File: src/rtl/load_use_scoreboard_if.sv
// load_use_scoreboard_if: ID-stage hazard query bundle between pipeline control and the load-use scoreboard
interface load_use_scoreboard_if #(
  parameter int NREG = 32,
  parameter int AW = 5
);
  logic id_valid;
  logic [AW-1:0] id_rs1;
  logic [AW-1:0] id_rs2;
  logic id_rs1_used;
  logic id_rs2_used;
  logic [AW-1:0] id_rd;
  logic id_rd_we;
  logic id_is_load;
  logic flush;
  logic stall;
  logic [NREG-1:0] busy_vec;
  logic [31:0] stall_cycles;
  modport master (
    output id_valid, id_rs1, id_rs2, id_rs1_used, id_rs2_used, id_rd, id_rd_we, id_is_load, flush,
    input stall, busy_vec, stall_cycles
  );
  modport slave (
    input id_valid, id_rs1, id_rs2, id_rs1_used, id_rs2_used, id_rd, id_rd_we, id_is_load, flush,
    output stall, busy_vec, stall_cycles
  );
endinterface

File: src/rtl/load_use_scoreboard.sv
// load_use_scoreboard: per-register load countdowns driving the ID-stage stall; HAZARD_STALL_CNT_EN adds a saturating stall-cycle counter
module load_use_scoreboard #(
  parameter int NREG = 32,
  parameter int AW = 5,
  parameter int LOAD_LAT = 1,
  parameter int CW = 3
) (
  input logic clk,
  input logic rst_n,
  load_use_scoreboard_if.slave bus
);
  logic [CW-1:0] cnt [NREG];
  logic [NREG-1:0] busy;
  logic [2**AW-1:0] busy_pad;
  logic hit_1, hit_2, stall, issue;
  for (genvar i = 0; i < NREG; i++) begin : g_busy
    assign busy[i] = cnt[i] != '0;
  end
  // zero-extend so indices >= NREG read as not busy
  assign busy_pad = (2**AW)'(busy);
  assign hit_1 = bus.id_rs1_used && bus.id_rs1 != '0 && busy_pad[bus.id_rs1];
  assign hit_2 = bus.id_rs2_used && bus.id_rs2 != '0 && busy_pad[bus.id_rs2];
  assign stall = bus.id_valid && !bus.flush && (hit_1 || hit_2);
  assign issue = bus.id_valid && !stall && !bus.flush && bus.id_rd_we && bus.id_rd != '0;
  assign bus.stall = stall;
  assign bus.busy_vec = busy;
  always_ff @(posedge clk or negedge rst_n)
    if (!rst_n)
      for (int r = 0; r < NREG; r++) cnt[r] <= '0;
    else
      for (int r = 0; r < NREG; r++)
        cnt[r] <= (issue && bus.id_rd == AW'(r)) ? (bus.id_is_load ? CW'(LOAD_LAT) : '0)
                : (cnt[r] != '0 ? cnt[r] - CW'(1) : '0);
`ifdef HAZARD_STALL_CNT_EN
  logic [31:0] stall_cnt;
  always_ff @(posedge clk or negedge rst_n)
    if (!rst_n) stall_cnt <= '0;
    else if (stall && stall_cnt != 32'hFFFF_FFFF) stall_cnt <= stall_cnt + 32'd1;
  assign bus.stall_cycles = stall_cnt;
`else
  assign bus.stall_cycles = 32'd0;
`endif
endmodule

File: src/flat_wrapper.sv
// flat-port wrapper written by rule: the top's interface ports become plain ports
module load_use_scoreboard_flat 
#(
  parameter int NREG = 32,
  parameter int AW = 5,
  parameter int LOAD_LAT = 1,
  parameter int CW = 3
)
  (clk, rst_n, bus_id_valid, bus_id_rs1, bus_id_rs2, bus_id_rs1_used, bus_id_rs2_used, bus_id_rd, bus_id_rd_we, bus_id_is_load, bus_flush, bus_stall, bus_busy_vec, bus_stall_cycles);
  load_use_scoreboard_if #(.NREG(NREG), .AW(AW)) bus_i ();
  input logic clk;
  input logic rst_n;
  input wire logic [$bits(bus_i.id_valid)-1:0] bus_id_valid;
  input wire logic [$bits(bus_i.id_rs1)-1:0] bus_id_rs1;
  input wire logic [$bits(bus_i.id_rs2)-1:0] bus_id_rs2;
  input wire logic [$bits(bus_i.id_rs1_used)-1:0] bus_id_rs1_used;
  input wire logic [$bits(bus_i.id_rs2_used)-1:0] bus_id_rs2_used;
  input wire logic [$bits(bus_i.id_rd)-1:0] bus_id_rd;
  input wire logic [$bits(bus_i.id_rd_we)-1:0] bus_id_rd_we;
  input wire logic [$bits(bus_i.id_is_load)-1:0] bus_id_is_load;
  input wire logic [$bits(bus_i.flush)-1:0] bus_flush;
  output wire logic [$bits(bus_i.stall)-1:0] bus_stall;
  output wire logic [$bits(bus_i.busy_vec)-1:0] bus_busy_vec;
  output wire logic [$bits(bus_i.stall_cycles)-1:0] bus_stall_cycles;
  assign bus_i.id_valid = bus_id_valid;
  assign bus_i.id_rs1 = bus_id_rs1;
  assign bus_i.id_rs2 = bus_id_rs2;
  assign bus_i.id_rs1_used = bus_id_rs1_used;
  assign bus_i.id_rs2_used = bus_id_rs2_used;
  assign bus_i.id_rd = bus_id_rd;
  assign bus_i.id_rd_we = bus_id_rd_we;
  assign bus_i.id_is_load = bus_id_is_load;
  assign bus_i.flush = bus_flush;
  assign bus_stall = bus_i.stall;
  assign bus_busy_vec = bus_i.busy_vec;
  assign bus_stall_cycles = bus_i.stall_cycles;
  load_use_scoreboard #(.NREG(NREG), .AW(AW), .LOAD_LAT(LOAD_LAT), .CW(CW)) u_core (.clk(clk), .rst_n(rst_n), .bus(bus_i));
endmodule
File: config.mk
export PLATFORM = sky130hd
export DESIGN_NAME = load_use_scoreboard_flat
export DESIGN_NICKNAME = d
export VERILOG_FILES = /design/src/rtl/load_use_scoreboard_if.sv /design/src/rtl/load_use_scoreboard.sv /design/src/flat_wrapper.sv
export SDC_FILE = /design/constraint.sdc
export NUM_CORES = 1
export LEC_CHECK = 0
export BUFFER_PORTS_ARGS = -buffer_cell sky130_fd_sc_hd__buf_2
export CORE_ASPECT_RATIO = 0.8
export CORE_UTILIZATION = 51
export DETAILED_ROUTE_END_ITERATION = 6
export GPL_TIMING_DRIVEN = 0
export MAX_ROUTING_LAYER = met4
export PLACE_DENSITY_LB_ADDON = 0.1
export REMOVE_ABC_BUFFERS = 1
export SLEW_MARGIN = 40
export SYNTH_ARGS = -nofsm -noshare
export SYNTH_HDL_FRONTEND = slang
export SYNTH_SLANG_ARGS = --single-unit
File: constraint.sdc
create_clock -name clk -period 2.5 [get_ports clk]
set_clock_uncertainty 0.1 [all_clocks]
set_input_delay 0.375 -clock clk [delete_from_list [all_inputs] [get_ports clk]]
set_output_delay 0.375 -clock clk [all_outputs]
set_load 0.005 [all_outputs]
==> parameters.txt <==
Parameter                              Value

Cells and area
  Final std cells w/o fill    793
  Number of nets in the layout    671
  Post-route cell area    0.00674 mm2
  Diodes inserted    0
  Number of flip-flops under the largest register name    96
  Commonest cells after routing, fill and taps aside    sky130_fd_sc_hd__dfrtp_1, sky130_fd_sc_hd__a21oi_1, sky130_fd_sc_hd__buf_2
  Area delta synth->final    24.7%
  Proportion of layout cells with a drive suffix above 1    0.331
  Largest registers    u_core.cnt: 96 flops
  Largest register by flop count    u_core.cnt
  Most common cell after layout, fill and taps aside    sky130_fd_sc_hd__dfrtp_1
  Number of filler cells placed in the layout    846

Worst setup path
  Worst Setup Start Kind    flip-flop
  Cell type of the slowest stage on the worst timing path    sky130_fd_sc_hd__or4_4
  Crit path max fanout    4
  Longest individual stage delay on the worst path    0.55 ns
  Data required time at the worst endpoint    2.03 ns
  Critical Path AT    2.47 ns
  Worst setup path class    flip-flop to primary output
  Sequence of cells on the critical path    nor3_4 > mux4_2 > nor3b_4 > nor4bb_4 > or4_4 > a21oi_2 > buf_2
  Critical path capture point type    primary output

Clock tree
  CTS tree    yes
  CTS root buf    sky130_fd_sc_hd__clkbuf_16
  CTS clk-pin slew, worst paths    0.07 ns
  Later-pin clock latency in the skew report    0.35 ns
  Clock sink total    96
  H-Tree Level Count    3
  Number of clock buffers inserted by TritonCTS    9
  Largest buffer count on any clock path    2

Job
  Max-cap violation count    0

Pwr
  Pleak    3.29 nW
  Ratio of total power to cell area    571 mW/mm2
  IR Drop Worst-Case VDD    0.000502 V
  Final total power    0.00385 W

Detailed routing
  WL per Instance    19.5 um
  Post-route DRC    0
  Routed vias    4851
  DR vias/cell    6.12
  Routed WL    15400 um
  Count of routing violations after the opening detailed-route iteration    438
  Pre-Repair DR Iteration Count    6
  Routed Antenna Nets    0

Timing
  Final period util    1.18
  Highest Clock Rate    339 MHz
  Unrepaired setup endpoints after global routing    true
  Minimum setup slack in the final design    -0.449 ns
  Pins Over Slew Limit    0
  Final Hold Violating Endpoints    0
  Hold WS    0.381 ns
  Worst slew margin relative to its limit    0.490
  Min Tclk post-route    2.95 ns
  Total of endpoints with negative setup slack in the final report    94
  Actual transition at the worst max-transition pin    0.762 ns

Placement
  Placed Cells    736
  PortBufs    55
  Instance area at placement    0.00566 mm2
  Final RePlAce weighted congestion    0.829
  Detailed Place HPWL    9240 um

GRT
  Vias in the first global route    4455
  Tot GR Track Use    0.306
  Aggregate global routing overflow    0
  Number of antenna violations at the first check in global routing    0
  Maximum number of pins on one net before global-route repair    53
  First-pass GRT wire length    23900 um

Floorplan
  Die Outline Area    0.0110 mm2
  Number of rows created at floorplan    33
  Overall die height    94.1 um
  Horizontal die dimension    117 um
  Ports placed on the boundary    88
  Core region area    0.0103 mm2
  Starting Density    0.526

Yosys
  Yosys warning count    0
  Portion of synthesized cell area occupied by the leading cell type    0.445
  Main area contributors after synthesis    sky130_fd_sc_hd__dfrtp_1, sky130_fd_sc_hd__a21oi_1, sky130_fd_sc_hd__buf_4
  Main flop type after synthesis    sky130_fd_sc_hd__dfrtp_1
  Post-synth cell types    49
  Async SR Flop Fraction    1.00
  Average footprint of a synthesized cell    9.50 um2
  Share of the yosys chip area belonging to registers    0.445
  Cell taking the most area after synthesis    sky130_fd_sc_hd__dfrtp_1
  Number of enable flip-flop cells after synthesis    0
  Cell count after synthesis    569
  Yosys reg bits    96
  Cell area after synthesis    0.00540 mm2

Run status
  Violated checks    setup timing
  Outcome    finished, violations left

Hold path
  Kind of path behind the tightest hold check    flip-flop to flip-flop
cells by family after synthesis:
| logic type | share of synthesized area |
|---|---|
| AND/OR/NAND/NOR | 0.189 |
| buffers and inverters | 0.0975 |
| multiplexers | 0.0852 |
| flip-flops | 0.445 |
| AO/OA/AOI/OAI | 0.183 |
| other | 0.000694 |
power breakdown:
group	leakage [nW]	internal, W	switching [W]	total, W
Combinational	1.81	0.000307	0.000429	0.000736
Sequential	1.34	0.00161	0.0000803	0.00169
Clock	0.141	0.000830	0.000589	0.00142
Total	3.29	0.00275	0.00110	0.00385
critical path, delay by kind of cell, from the launching register on:
kind,cells,cell delay (ns)
AND/OR/NAND/NOR,4,0.95
flip-flops,1,0.40
multiplexers,1,0.52
AO/OA/AOI/OAI,1,0.14
buffers and inverters,1,0.12
cell type report:
| type | instances | area (um2) | area share |
|---|---|---|---|
| Tap cell | 140 | 175 | 0.0260 |
| Inverter | 28 | 105 | 0.0156 |
| Sequential cell | 96 | 2400 | 0.357 |
| Multi-Input combinational cell | 419 | 3080 | 0.457 |
| Clock inverter | 4 | 52.6 | 0.00780 |
| Timing Repair Buffer | 94 | 666 | 0.0988 |
| Clock buffer | 12 | 256 | 0.0381 |
layer usage:
layer / up-vias / global-route usage / part of all wire
met3: 37 / 0.0865 / 0.071
li1: 2209 / - / -
met2: 196 / 0.463 / 0.48
met1: 2409 / 0.396 / 0.42
met5: - / - / 0
met4: 0 / 0.105 / 0.022
cell usage after synthesis, drive strengths merged, types with 10 or more instances:
cell / count
inv: 27
a21oi: 92
mux2: 14
nand2: 12
nand4: 22
buf: 51
nor2: 40
nand2b: 12
clkbuf: 12
mux2i: 10
nor3: 27
o21ai: 33
dfrtp: 96
nor3b: 30
worst paths after layout:
path,from,cells after the start,slack [ns],end
min in group asynchronous,rst_n,2,0.42,u_core.cnt[29]$_DFF_PN0_
max in group asynchronous,rst_n,3,1.29,u_core.cnt[8]$_DFF_PN0_
worst min-delay path,u_core.cnt[93]$_DFF_PN0_,1,0.38,u_core.cnt[93]$_DFF_PN0_
worst max register to register,u_core.cnt[26]$_DFF_PN0_,10,-0.43,u_core.cnt[84]$_DFF_PN0_
worst max-delay path,u_core.cnt[26]$_DFF_PN0_,7,-0.45,bus_stall
worst min register to register,u_core.cnt[93]$_DFF_PN0_,1,0.38,u_core.cnt[93]$_DFF_PN0_
metrics by stage:
stage / setup TNS, ns / setup WS (ns) / utilization
after floorplan: -73.90 / -0.976 / -
after detailed placement: -67.66 / -1.05 / 0.550
after global placement: -179.31 / -2.30 / 0.540
after global routing: -33.20 / -0.532 / 0.655
final: -25.47 / -0.449 / 0.655
after CTS: -22.32 / -0.496 / 0.640
timing repair:
item,in CTS,in global routing
hold buffers,1,0
setup endpoints to repair,94,94
pin swaps,14,6
cloned,6,0
setup buffers,28,6
resized for setup,80,22
endpoints found under the hold margin,44,0
(Power assumes the default switching activity.)
